## src/rtl/stim_pulse_gen_if.sv

```systemverilog
// stim_pulse_gen_if -- control, configuration and pulse outputs of the
// stimulus pulse generator, bundled so the generator and its driver share one
// port.
//
// Parameters: CW (timing field width), BW (burst-count width).
// Signals:
//   enable, start, stop               run permission, start level, abort
//   tp1_width, td4_delay, td4_width   pulse timing, in cycles
//   period, n_bursts                  burst repetition and burst count
//   tp1, td4                          stimulus pulses
//   busy, done, burst_cnt             status
// Modports: master drives control/configuration and receives status;
// slave is the generator side.
interface stim_pulse_gen_if #(
  parameter int CW = 32,
  parameter int BW = 8
);
  logic          enable;
  logic          start;
  logic          stop;
  logic [CW-1:0] tp1_width;
  logic [CW-1:0] td4_delay;
  logic [CW-1:0] td4_width;
  logic [CW-1:0] period;
  logic [BW-1:0] n_bursts;
  logic          tp1;
  logic          td4;
  logic          busy;
  logic          done;
  logic [BW-1:0] burst_cnt;

  modport master (
    output enable, start, stop, tp1_width, td4_delay, td4_width, period, n_bursts,
    input  tp1, td4, busy, done, burst_cnt
  );

  modport slave (
    input  enable, start, stop, tp1_width, td4_delay, td4_width, period, n_bursts,
    output tp1, td4, busy, done, burst_cnt
  );
endinterface

```

## src/rtl/stim_pulse_gen.sv

```systemverilog
// stim_pulse_gen -- programmable burst generator for the tp1/td4 stimulus
// pulses of the neuron top.
//
// A start (with enable) in IDLE latches the timing fields and emits n_bursts
// bursts of length max(period,1). Within a burst at counter value c:
//   tp1 = c < tp1_width
//   td4 = td4_delay <= c < td4_delay + td4_width
// Pulses are truncated at the burst end. enable low freezes the run, stop
// aborts to IDLE. A one-cycle done pulse marks completion.
//
// Ports:
//   clk_0_1ps  clock, rising edge
//   reset_n    asynchronous active-low reset
//   bus        stim_pulse_gen_if.slave (control, configuration, outputs)
//
// Optional feature: define STIM_CONT_EN to make n_bursts=0 run continuously
// (burst_cnt wraps, done never asserts). Without it, n_bursts=0 goes straight
// to DONE and pulses done once with no stimulus.
module stim_pulse_gen #(
  parameter int CW = 32,
  parameter int BW = 8
) (
  input logic             clk_0_1ps,
  input logic             reset_n,
  stim_pulse_gen_if.slave bus
);

  typedef enum logic [1:0] {
    IDLE = 2'd0,
    RUN  = 2'd1,
    DONE = 2'd2
  } state_t;

  state_t        state, state_nxt;
  logic [CW-1:0] cnt, cnt_nxt;
  logic [BW-1:0] bcnt, bcnt_nxt;
  logic          tp1_q, tp1_nxt;
  logic          td4_q, td4_nxt;
  logic          busy_q, busy_nxt;
  logic          done_q, done_nxt;
  logic          load_cfg;
  logic          zero_direct;

  // Latched run configuration
  logic [CW-1:0] w1_q;
  logic [CW-1:0] dly_q;
  logic [CW-1:0] w4_q;
  logic [CW-1:0] per_q;
  logic [BW-1:0] nb_q;

  // Low after reset until the first clock edge, so a start level held across
  // reset release is not acted on at that edge.
  logic          armed;

  function automatic logic [CW-1:0] clamp_period(input logic [CW-1:0] p);
    return (p == '0) ? CW'(1) : p;
  endfunction

  function automatic logic tp1_at(input logic [CW-1:0] c, input logic [CW-1:0] w);
    return (c < w);
  endfunction

  // End of the td4 window in CW+1 bits so delay+width never wraps.
  function automatic logic td4_at(input logic [CW-1:0] c,
                                  input logic [CW-1:0] d,
                                  input logic [CW-1:0] w);
    logic [CW:0] win_end;
    win_end = {1'b0, d} + {1'b0, w};
    return (c >= d) && ({1'b0, c} < win_end);
  endfunction

  always_ff @(posedge clk_0_1ps or negedge reset_n) begin
    if (!reset_n) begin
      state <= IDLE;
    end else begin
      state <= state_nxt;
    end
  end

  always_comb begin
    state_nxt   = state;
    cnt_nxt     = cnt;
    bcnt_nxt    = bcnt;
    tp1_nxt     = tp1_q;
    td4_nxt     = td4_q;
    busy_nxt    = busy_q;
    done_nxt    = 1'b0;
    load_cfg    = 1'b0;
    zero_direct = 1'b0;

    case (state)
      IDLE: begin
        tp1_nxt  = 1'b0;
        td4_nxt  = 1'b0;
        busy_nxt = 1'b0;
        if (armed && bus.start && bus.enable) begin
          load_cfg = 1'b1;
          cnt_nxt  = '0;
          bcnt_nxt = '0;
`ifdef STIM_CONT_EN
          zero_direct = 1'b0;
`else
          zero_direct = (bus.n_bursts == '0);
`endif
          if (zero_direct) begin
            state_nxt = DONE;
            done_nxt  = 1'b1;
          end else begin
            // Outputs for counter value 0 come from the raw inputs, since the
            // latched copy only becomes valid at this same edge.
            state_nxt = RUN;
            busy_nxt  = 1'b1;
            tp1_nxt   = tp1_at('0, bus.tp1_width);
            td4_nxt   = td4_at('0, bus.td4_delay, bus.td4_width);
          end
        end
      end

      RUN: begin
        if (bus.stop) begin
          state_nxt = IDLE;
          tp1_nxt   = 1'b0;
          td4_nxt   = 1'b0;
          busy_nxt  = 1'b0;
        end else if (bus.enable) begin
          if (cnt == per_q - CW'(1)) begin
            cnt_nxt  = '0;
            bcnt_nxt = bcnt + BW'(1);
          end else begin
            cnt_nxt = cnt + CW'(1);
          end
          // nb_q is nonzero here unless continuous mode is running, which
          // must never terminate on a burst_cnt wrap back to zero.
          if ((cnt == per_q - CW'(1)) && (nb_q != '0) && (bcnt_nxt == nb_q)) begin
            state_nxt = DONE;
            done_nxt  = 1'b1;
            tp1_nxt   = 1'b0;
            td4_nxt   = 1'b0;
            busy_nxt  = 1'b0;
          end else begin
            tp1_nxt = tp1_at(cnt_nxt, w1_q);
            td4_nxt = td4_at(cnt_nxt, dly_q, w4_q);
          end
        end
      end

      DONE: begin
        // Stop and normal completion both land in IDLE with done low.
        state_nxt = IDLE;
        tp1_nxt   = 1'b0;
        td4_nxt   = 1'b0;
        busy_nxt  = 1'b0;
      end

      default: begin
        state_nxt = IDLE;
        tp1_nxt   = 1'b0;
        td4_nxt   = 1'b0;
        busy_nxt  = 1'b0;
      end
    endcase
  end

  always_ff @(posedge clk_0_1ps or negedge reset_n) begin
    if (!reset_n) begin
      cnt    <= '0;
      bcnt   <= '0;
      tp1_q  <= 1'b0;
      td4_q  <= 1'b0;
      busy_q <= 1'b0;
      done_q <= 1'b0;
      armed  <= 1'b0;
      w1_q   <= '0;
      dly_q  <= '0;
      w4_q   <= '0;
      per_q  <= CW'(1);
      nb_q   <= '0;
    end else begin
      cnt    <= cnt_nxt;
      bcnt   <= bcnt_nxt;
      tp1_q  <= tp1_nxt;
      td4_q  <= td4_nxt;
      busy_q <= busy_nxt;
      done_q <= done_nxt;
      armed  <= 1'b1;
      if (load_cfg) begin
        w1_q  <= bus.tp1_width;
        dly_q <= bus.td4_delay;
        w4_q  <= bus.td4_width;
        per_q <= clamp_period(bus.period);
        nb_q  <= bus.n_bursts;
      end
    end
  end

  assign bus.tp1       = tp1_q;
  assign bus.td4       = td4_q;
  assign bus.busy      = busy_q;
  assign bus.done      = done_q;
  assign bus.burst_cnt = bcnt;

endmodule

```

## src/flat_wrapper.sv

```systemverilog
// flat-port wrapper written by rule: the top's interface ports become plain ports
module stim_pulse_gen_flat 
#(
  parameter int CW = 32,
  parameter int BW = 8
)
  (clk_0_1ps, reset_n, bus_enable, bus_start, bus_stop, bus_tp1_width, bus_td4_delay, bus_td4_width, bus_period, bus_n_bursts, bus_tp1, bus_td4, bus_busy, bus_done, bus_burst_cnt);
  stim_pulse_gen_if #(.CW(CW), .BW(BW)) bus_i ();
  input logic clk_0_1ps;
  input logic reset_n;
  input wire logic [$bits(bus_i.enable)-1:0] bus_enable;
  input wire logic [$bits(bus_i.start)-1:0] bus_start;
  input wire logic [$bits(bus_i.stop)-1:0] bus_stop;
  input wire logic [$bits(bus_i.tp1_width)-1:0] bus_tp1_width;
  input wire logic [$bits(bus_i.td4_delay)-1:0] bus_td4_delay;
  input wire logic [$bits(bus_i.td4_width)-1:0] bus_td4_width;
  input wire logic [$bits(bus_i.period)-1:0] bus_period;
  input wire logic [$bits(bus_i.n_bursts)-1:0] bus_n_bursts;
  output wire logic [$bits(bus_i.tp1)-1:0] bus_tp1;
  output wire logic [$bits(bus_i.td4)-1:0] bus_td4;
  output wire logic [$bits(bus_i.busy)-1:0] bus_busy;
  output wire logic [$bits(bus_i.done)-1:0] bus_done;
  output wire logic [$bits(bus_i.burst_cnt)-1:0] bus_burst_cnt;
  assign bus_i.enable = bus_enable;
  assign bus_i.start = bus_start;
  assign bus_i.stop = bus_stop;
  assign bus_i.tp1_width = bus_tp1_width;
  assign bus_i.td4_delay = bus_td4_delay;
  assign bus_i.td4_width = bus_td4_width;
  assign bus_i.period = bus_period;
  assign bus_i.n_bursts = bus_n_bursts;
  assign bus_tp1 = bus_i.tp1;
  assign bus_td4 = bus_i.td4;
  assign bus_busy = bus_i.busy;
  assign bus_done = bus_i.done;
  assign bus_burst_cnt = bus_i.burst_cnt;
  stim_pulse_gen #(.CW(CW), .BW(BW)) u_core (.clk_0_1ps(clk_0_1ps), .reset_n(reset_n), .bus(bus_i));
endmodule
```

## config.mk

```make
export PLATFORM = sky130hd
export DESIGN_NAME = stim_pulse_gen_flat
export DESIGN_NICKNAME = d
export VERILOG_FILES = /design/src/rtl/stim_pulse_gen_if.sv /design/src/rtl/stim_pulse_gen.sv /design/src/flat_wrapper.sv
export SDC_FILE = /design/constraint.sdc
export NUM_CORES = 1
export LEC_CHECK = 0
export BUFFER_PORTS_ARGS = -buffer_cell sky130_fd_sc_hd__buf_2
export CAP_MARGIN = 5
export CORE_MARGIN = 5
export CORE_UTILIZATION = 55
export CTS_CLUSTER_SIZE = 20
export DETAILED_ROUTE_END_ITERATION = 10
export HOLD_SLACK_MARGIN = 0.1
export PLACE_DENSITY_LB_ADDON = 0.3
export SYNTH_ARGS = -nofsm -noshare
export SYNTH_HDL_FRONTEND = slang
export SYNTH_SLANG_ARGS = --single-unit
```

## constraint.sdc

```tcl
create_clock -name clk_0_1ps -period 5.3 [get_ports clk_0_1ps]
set_clock_uncertainty 0.05 [all_clocks]
set_input_delay 0.265 -clock clk_0_1ps [delete_from_list [all_inputs] [get_ports clk_0_1ps]]
set_output_delay 0.265 -clock clk_0_1ps [all_outputs]
set_load 0.1 [all_outputs]
```

# == After elaboration in Yosys (flattened, before gate mapping) ==
# Index checks and enable logic that the tools add are counted.
# classes
n_addsub,5
magnitude_cmp,6
eq_ne,8
n_mux,49
n_reduce_logical,14
# ops
cell,n
32-bit two-way mux,8
32-bit by 32-bit adder with 33-bit output,2
32-bit case mux with 2 select lines,1
8-bit two-way mux,7
"1-bit by 33-bit less-than comparator with 1-bit output, first input constant",1
32-bit by 33-bit less-than comparator with 1-bit output,1
"32-bit by 1-bit adder with 32-bit output, second input constant",1
32-bit equality test,1
"1-bit by 32-bit greater-or-equal comparator with 1-bit output, first input constant",1
32-bit greater-or-equal comparator,1
32-bit zero test,1
"1-bit by 32-bit less-than comparator with 1-bit output, first input constant",1
32-bit less-than comparator,1
"32-bit by 1-bit subtractor with 32-bit output, second input constant",1
1-bit two-way mux,22
8-bit case mux with 2 select lines,1
2-bit two-way mux,5
"8-bit by 1-bit adder with 8-bit output, second input constant",1
8-bit equality test,1
8-bit zero test,1
1-bit case mux with 2 select lines,4
8-bit nonzero test,1
1-bit logical AND,6
"2-bit != test, second input constant",2
other kinds (10),10
# word_totals
regBits,183
inputBits,141

# == Depth between registers and ports, before layout ==
# Gate-level depths: netlist of run 1.
# logic_depth
depth_word,12
ltp_mapped,23
depth_no_buf,22

# == Worst setup path after synthesis of run 1 ==
# Ideal clock, no wire load.
# synth_timing
path_kind,reg-to-reg
from,reg u_core.per_q[1]
to,"reg u_core.td4_q, in the netlist u_core.bus.td4"
arrival_ns,5.459
required_ns,5.176
setup_slack_ns,-0.283
path_stages_with_launch,24
cell_sequence,dfrtp_1 > inv_1 > ha_1 > or3b_2 > clkbuf_1 > or4_1 > nor4_1 > o2111ai_1 > a2111oi_4 > and3_1 > buf_4 > buf_2 > nor2_1 > ha_1 > a21o_1 > a21o_1 > a21o_1 > a2111oi_0 > o21ai_0 > a21oi_1 > o221ai_1 > o211a_1 > o41a_1 > o21ai_2
# synth_via
elab_chain_cells,12
word_cells_on_any_way,20
classes_between,1 x add/sub; 2 x order compare; 2 x eq/ne; 12 x mux; 3 x reduce/logical
# synth_lines
element,line,text
start: declaration,stim_pulse_gen.sv:48,logic [CW-1:0] per_q;
start signal: assignment,stim_pulse_gen.sv:190,per_q <= clamp_period(bus.period);
32-bit by 1-bit subtractor with 32-bit output (*),"stim_pulse_gen.sv:126, stim_pulse_gen.sv:134",
32-bit equality test (*),"stim_pulse_gen.sv:126, stim_pulse_gen.sv:134",
32-bit two-way mux or 8-bit two-way mux (tied branches),stim_pulse_gen.sv:126,if (cnt == per_q - CW'(1)) begin
32-bit two-way mux or 8-bit two-way mux (tied branches),stim_pulse_gen.sv:125,end else if (bus.enable) begin
32-bit two-way mux or 8-bit two-way mux (tied branches),stim_pulse_gen.sv:120,if (bus.stop) begin
32-bit two-way mux or 8-bit two-way mux (tied branches),stim_pulse_gen.sv:91,case (state)
"32-bit by 33-bit less-than comparator with 1-bit output, or another cell as far along",stim_pulse_gen.sv:69,"return (c >= d) && ({1'b0, c} < win_end);"
1-bit logical AND (on tied branches),"stim_pulse_gen.sv:69, stim_pulse_gen.sv:134",
1-bit two-way mux (*),stim_pulse_gen.sv:134,if ((cnt == per_q - CW'(1)) && (nb_q != '0) && (bcnt_nxt == nb_q)) begin
1-bit two-way mux (*),stim_pulse_gen.sv:125,
1-bit two-way mux (*),stim_pulse_gen.sv:120,
1-bit case mux with 2 select lines (*),stim_pulse_gen.sv:91,
end signal: assignment,stim_pulse_gen.sv:182,td4_q <= td4_nxt;
end: declaration,stim_pulse_gen.sv:38,"logic td4_q, td4_nxt;"
# Mark *: on every way between the ends. The rest lies on a longest branch, timed or not. The select of a mux whose other input is x is not followed.
# A chain may end at the register's enable or synchronous reset.

# == Final worst setup path of run 1 ==
# Same ends and word-level chain as after synthesis.

==> impl_metrics.py, run 1 <==
metrics = {
    "cells_and_area": {
        "fin_nets": 2319,
        "final_cell_mix": "dfrtp_1 (182), buf_2 (151), nand2_1 (150), ha_1 (150), dlygate4sd3_1 (136)",
        "fin_area_mm2": 0.0187,
        "layout_commonest_cell": "dfrtp_1",
        "final_util": 0.699,
        "instances_no_fill": 2372,
        "fillers": 2049,
        "syn2layout_area_growth_pct": 25.8,
        "drive_above_1_share": 0.205,
    },
    "floorplanning": {
        "fp.dieW_um": 174,
        "dieArea_mm2": 0.0304,
        "core_mm2": 0.0268,
        "rows": 60,
        "pin_count": 153,
        "initial_core_util": 0.555,
        "die_y_um": 174,
    },
    "power_and_ir_drop": {
        "swShare": 0.385,
        "ir_worst_vdd_uv": 215,
        "p_seq_frac": 0.326,
        "p_int_mw": 3.42,
        "power_density_mw_per_mm2": 297,
        "clock_power_share": 0.238,
        "leakage_nw": 8.73,
        "p_switching_mw": 2.14,
        "power_frac_comb": 0.436,
    },
    "drt": {
        "finalWirelength_um": 48200,
        "remaining_drc_errors": 0,
        "first_pass_iters": 7,
        "ant_nets": 0,
        "vias": 14670,
        "avgRoutedWirePerCell_um": 20.3,
        "vias_per_cell": 6.18,
        "initialDrtViolationCount": 1141,
    },
    "worst_setup_path": {
        "worstReg2RegStart": "u_core.per_q[1]",
        "required_ps": 5620,
        "r2r-end": "u_core.bus.td4",
        "worstPathMaxFanout": 7,
        "cp-start-kind": "flop",
        "reg2reg_slack_ps": 20,
        "worstSetupPathType": "reg2reg",
        "rr_worst_depth": 19,
        "critPathCaptureType": "flop",
        "arrival_ps": 5600,
    },
    "clock_tree": {
        "cts.reportedPaths.clkPinSlew_ps": 70,
        "worstSkewPairLatency_ps": 450,
        "cts_tree": "built",
        "clock-sinks": 183,
        "cts.path.max_buffers": 2,
        "numCtsBuffers": 17,
        "root_buffer": "clkbuf_16",
        "h-tree-depth": 4,
    },
    "logic_synthesis": {
        "synth_cells": 1694,
        "yosysSeqAreaShare": 0.308,
        "syn_area_mm2": 0.0149,
        "async_flop_share": 1.00,
        "synth_cell_types": 77,
        "ys_seq_elements": 183,
        "yosysWarnings": 0,
        "synth_edf_count": 0,
        "mappedNetlistNets": 1995,
        "syn_avg_cell_area_um2": 8.78,
        "ys.flop_type": "dfrtp_1",
    },
    "run_status": {
        "status": "completed",
    },
    "global_route": {
        "grt_pass1_wl_um": 75500,
        "grt_pass1_vias": 14463,
        "grt-ovfl-total": 0,
        "track_usage": 0.307,
        "antenna_found_initial": 1,
        "grt_max_degree": 129,
    },
    "sta": {
        "max_freq_ghz": 0.189,
        "min_period_over_period": 0.997,
        "worstMarginPinSlew_ps": 950,
        "setup_viol": 0,
        "rsz0062_at_grt": "true",
        "finalHoldViolCount": 0,
        "fin_crit_ps": 5280,
        "slew_headroom": 0.359,
        "slew_viol_final": 0,
        "fin_tns_setup_ps": 0,
    },
    "worst_hold_path": {
        "hold_start": "bus_td4_delay[1]",
        "holdPathStages": 3,
        "worstHoldPathType": "in2reg",
        "holdPathEnd": "u_core.dly_q[1]",
    },
    "place": {
        "port_buffers": 152,
        "gp_congestion": 0.978,
        "dp.final_hpwl_um": 35800,
        "placed_cell_area_mm2": 0.0164,
        "place_inst": 2192,
    },
    "job": {
        "cap_violations": 0,
    },
}
cell families (layout without fill, tap and decap cells):
| logic type | Yosys count | after routing | share of synthesized area |
|---|---|---|---|
| fa+ha+maj | 160 | 160 | 0.136 |
| xor+xnor | 109 | 109 | 0.0641 |
| compound gates | 464 | 464 | 0.206 |
| mux | 84 | 84 | 0.0629 |
| flops | 183 | 183 | 0.308 |
| other cells | 1 | 2 | 0.000252 |
| simple gates | 534 | 536 | 0.182 |
| buf+inv | 159 | 493 | 0.0413 |
synth_stat cells, types with 9 or more instances:
cell type | n | area share
clkbuf_1 | 52 | 0.013
ha_1 | 158 | 0.13
mux2_2 | 76 | 0.058
inv_1 | 93 | 0.023
o31ai_1 | 12 | 0.0061
nand2_1 | 150 | 0.038
a211oi_1 | 17 | 0.0086
o211ai_1 | 9 | 0.0045
a22o_1 | 27 | 0.016
a31oi_1 | 14 | 0.0059
nand2b_1 | 19 | 0.0080
a21oi_1 | 84 | 0.028
nand3_1 | 42 | 0.014
nor3_1 | 28 | 0.0094
and3_1 | 24 | 0.010
or3_1 | 16 | 0.0067
xor2_1 | 43 | 0.025
dfrtp_1 | 182 | 0.31
a21o_1 | 58 | 0.029
or4_1 | 11 | 0.0055
nor2b_1 | 20 | 0.0084
nor2_1 | 100 | 0.025
xnor2_1 | 66 | 0.039
nand4_1 | 35 | 0.015
nor4_1 | 49 | 0.021
o21a_1 | 20 | 0.010
o21ai_0 | 139 | 0.047
registers in the layout (all words and copies together) (netlist names):
name,cells
u_core.nb_q,8
u_core.bus.burst_cnt,8
u_core.dly_q,32
u_core.bus.done,1
u_core.state,2
u_core.bus.tp1,1
u_core.armed,1
u_core.w4_q,32
u_core.w1_q,32
u_core.bus.busy,1
u_core.bus.td4,1
u_core.per_q,32
u_core.cnt,32
power by group through the flow:
stage	clock, mW	sequential [mW]	combinational [mW]
after global routing	1.39	1.84	2.66
after CTS	1.32	1.81	2.33
after detailed placement	0	1.83	2.21
after floorplan	0	1.78	1.56
final	1.32	1.81	2.43
after global placement	0	1.82	2.16
what timing repair did:
item	CTS	global route
cloned	2	0
pin swaps	3	39
hold buffers	136	0
buffers inserted	1	9
hold endpoints to repair	198	0
setup endpoints to repair	2	2
resized for setup	13	54
routing by layer:
layer / GRT usage / vias up / wire length [µm]
met5: 0 / - / 0
met4: 0.160 / 0 / 2810
met3: 0.0344 / 150 / 2840
met2: 0.524 / 625 / 22800
met1: 0.385 / 6966 / 19800
li1: - / 6929 / -
layout make-up:
| cell class | count | area [µm²] | area share |
|---|---|---|---|
| timing repair buffer | 369 | 2760 | 0.148 |
| multi-input combinational | 1354 | 10000 | 0.535 |
| sequential | 183 | 4580 | 0.245 |
| antenna | 1 | 2.50 | 0.000134 |
| clock inverter | 11 | 136 | 0.00728 |
| inverter | 93 | 349 | 0.0186 |
| clock buffer | 20 | 447 | 0.0239 |
| tap | 341 | 427 | 0.0228 |
per-stage QoR:
step / setup WS, ps / power, mW / hold slack, ps
final: 16.2 / 5.56 / 166
after global routing: -226 / 5.90 / 172
after CTS: 11.0 / 5.46 / 176
after detailed placement: -160 / 4.04 / 246
after global placement: -13.5 / 3.98 / 239
after floorplan: 7.77 / 3.34 / -80.6
critical path, stage by stage, from the launching register on:
cell,delay (ps)
dfrtp_1,400
inv_1,80
ha_2,180
or3b_4,390
or4_4,510
or4_4,550
a2111oi_4,350
buf_4,200
and3_4,330
nor2_2,130
ha_1,340
a21o_1,200
a21oi_1,150
o21ai_1,120
a221o_1,400
a21oi_2,170
o221ai_2,100
o211a_1,110
o41a_1,320
o21ai_2,140
worst max path at each step:
stage	slack, ps	startpoint	cells past startpoint	endpoint
5_1_grt	-230	u_core.per_q[1]	21	u_core.bus.td4
3_3_place_gp	-10	u_core.per_q[1]	18	u_core.bus.td4
4_1_cts	10	u_core.per_q[1]	20	u_core.bus.tp1
3_5_place_dp	-160	u_core.per_q[1]	19	u_core.bus.tp1
6_report	20	u_core.per_q[1]	19	u_core.bus.td4
2_1_floorplan	8	u_core.per_q[1]	21	u_core.bus.td4
Power figures use the tool's default switching activity.
==> run 2, diff against run 1 <==
--- a/config.mk
+++ b/config.mk
@@ -8,7 +8,7 @@
 export BUFFER_PORTS_ARGS = -buffer_cell sky130_fd_sc_hd__buf_2
 export CAP_MARGIN = 5
 export CORE_MARGIN = 5
-export CORE_UTILIZATION = 55
+export CORE_UTILIZATION = 30
 export CTS_CLUSTER_SIZE = 20
 export DETAILED_ROUTE_END_ITERATION = 10
 export HOLD_SLACK_MARGIN = 0.1
==> run 2 against run 1 <==
  * Hold slack improved by 10 ps
  * Power is 0.46% higher
  * Critical endpoint is now u_core.bus.tp1
  * Via count is 3.5% lower
  * Critical path type unchanged
  * Routed wire length rose by 5.9%
  * Clock power hardly changed
  * Largest cell class unchanged
  * Largest power group unchanged
==> impl_metrics.py, run 2 (synthesis gave the netlist of run 1 again) <==
metrics = {
    "run_status": {
        "status": "completed",
    },
    "clock_tree": {
        "h-tree-depth": 4,
        "worstSkewPairLatency_ps": 460,
        "cts.path.max_buffers": 2,
        "cts_tree": "built",
        "root_buffer": "clkbuf_16",
        "clock-sinks": 183,
        "numCtsBuffers": 17,
        "cts.reportedPaths.clkPinSlew_ps": 80,
    },
    "global_route": {
        "grt_pass1_wl_um": 78500,
        "antenna_found_initial": 0,
        "track_usage": 0.185,
        "grt_pass1_vias": 14039,
        "grt_max_degree": 119,
        "grt-ovfl-total": 0,
    },
    "worst_setup_path": {
        "r2r-end": "u_core.bus.tp1",
        "arrival_ps": 5540,
        "worstSetupPathType": "reg2reg",
        "rr_worst_depth": 20,
        "critPathCaptureType": "flop",
        "required_ps": 5630,
        "worstReg2RegStart": "u_core.per_q[2]",
        "worstPathMaxFanout": 5,
        "cp-start-kind": "flop",
        "reg2reg_slack_ps": 80,
    },
    "job": {
        "cap_violations": 0,
    },
    "place": {
        "dp.final_hpwl_um": 39500,
        "port_buffers": 152,
        "place_inst": 2525,
        "gp_congestion": 0.925,
        "dp_slack_ps": -133,
    },
    "worst_hold_path": {
        "holdPathEnd": "u_core.bus.busy",
        "worstHoldPathType": "in2reg",
        "holdPathStages": 3,
        "hold_start": "bus_enable",
    },
    "drt": {
        "first_pass_iters": 5,
        "avgRoutedWirePerCell_um": 18.8,
        "finalWirelength_um": 51100,
        "ant_nets": 0,
        "remaining_drc_errors": 0,
        "initialDrtViolationCount": 826,
        "vias_per_cell": 5.21,
        "vias": 14157,
    },
    "power_and_ir_drop": {
        "power.total_mw": 5.59,
        "ir_worst_vdd_uv": 209,
        "leakage_nw": 8.88,
        "power_density_mw_per_mm2": 290,
    },
    "sta": {
        "fin_crit_ps": 5220,
        "finalHoldViolCount": 0,
        "min_period_over_period": 0.984,
        "rsz0062_at_grt": "true",
        "worstMarginPinSlew_ps": 947,
        "slew_viol_final": 0,
        "worst_slack_ps": 82.8,
        "setup_viol": 0,
        "slew_headroom": 0.367,
        "max_freq_ghz": 0.192,
    },
    "cells_and_area": {
        "multi_input_area_mm2": 0.0100,
        "fillers": 4951,
        "final_util": 0.393,
        "fin_nets": 2337,
        "instances_no_fill": 2715,
        "final_cell_mix": "dfrtp_1 (182), ha_1 (155), buf_2 (151)",
        "drive_above_1_share": 0.208,
        "ff_latch_area_mm2": 0.00458,
        "syn2layout_area_growth_pct": 29.7,
        "layout_commonest_cell": "dfrtp_1",
    },
    "floorplanning": {
        "initial_core_util": 0.303,
        "die_y_um": 233,
        "fp.dieW_um": 233,
        "pin_count": 153,
        "dieArea_mm2": 0.0542,
        "rows": 81,
        "core_mm2": 0.0491,
    },
}
==> run 2: cell count changes in the layout (fill, tap and decap cells not counted), moves of 3 or more <==
cell      delta
a21oi_2      -3
buf_4       +14
clkinv_4     +4
ha_1         +5
ha_2         -3
inv_8        +3
nor2_1       +3
==> run 2: critical path: stages, from the launching register on <==
cell and delay [ps]:
dfrtp_1 390, or4_4 540, or4_4 440, a2111o_1 320
a221o_1 390, a2111oi_4 310, buf_4 200, and3_4 250
buf_6 120, nor2_4 40, ha_1 300, a21o_1 180
a21o_1 170, a21o_1 170, a21o_1 190, a21oi_2 160
o21ai_2 110, a21o_1 210, a2111oi_4 280, o21ai_1 110
o211ai_1 180
==> run 2: layout make-up <==
type                    count  area share
repair buffers            386       0.151
diodes                      2    0.000259
well taps                 664      0.0431
inverters                  93      0.0181
clock inverters            15     0.00934
multi-input cells        1355       0.518
flip-flops and latches    183       0.237
clock buffers              17      0.0220
==> run 2: worst max-delay path by stage <==
stage               startpoint              to  slack (ps)  depth (start not counted)
6_report       u_core.per_q[2]  u_core.bus.tp1          80                         20
3_3_place_gp   u_core.per_q[1]  u_core.bus.td4           7                         18
3_5_place_dp   u_core.per_q[1]  u_core.bus.tp1        -130                         19
2_1_floorplan  u_core.per_q[1]  u_core.bus.td4           8                         21
5_1_grt        u_core.per_q[2]  u_core.bus.td4        -100                         19
4_1_cts         u_core.w4_q[0]  u_core.bus.td4           3                         22
==> run 2: power by group <==
part           total (mW)  leakage [nW]  switching, mW  internal (mW)
Sequential           1.82          2.29          0.187           1.63
Clock                1.35         0.295          0.636          0.714
Combinational        2.42          6.29           1.33           1.09
==> run 2: per-stage QoR <==
step | hold slack [ps] | area, µm² | setup TNS [ps]
after detailed placement | 246 | 16900 | -202
after CTS | 135 | 19000 | 0
final | 177 | 19300 | 0
after global placement | 243 | 16900 | 0
after floorplan | -80.6 | 14900 | 0
after global routing | 189 | 19300 | -158
==> run 2: timing repair <==
action,in CTS,in global routing
gates resized for setup,12,47
hold buffers,137,0
buffers inserted,3,13
setup endpoints to repair,2,2
pin swaps,3,32
endpoints found under the hold margin,203,0
gates cloned,2,1
==> run 2: layer usage <==
metal / track usage / wire, µm
met3: 0.0234 / 1870
met2: 0.300 / 23200
met1: 0.250 / 24000
met4: 0.0751 / 1940
met5: 0 / 0
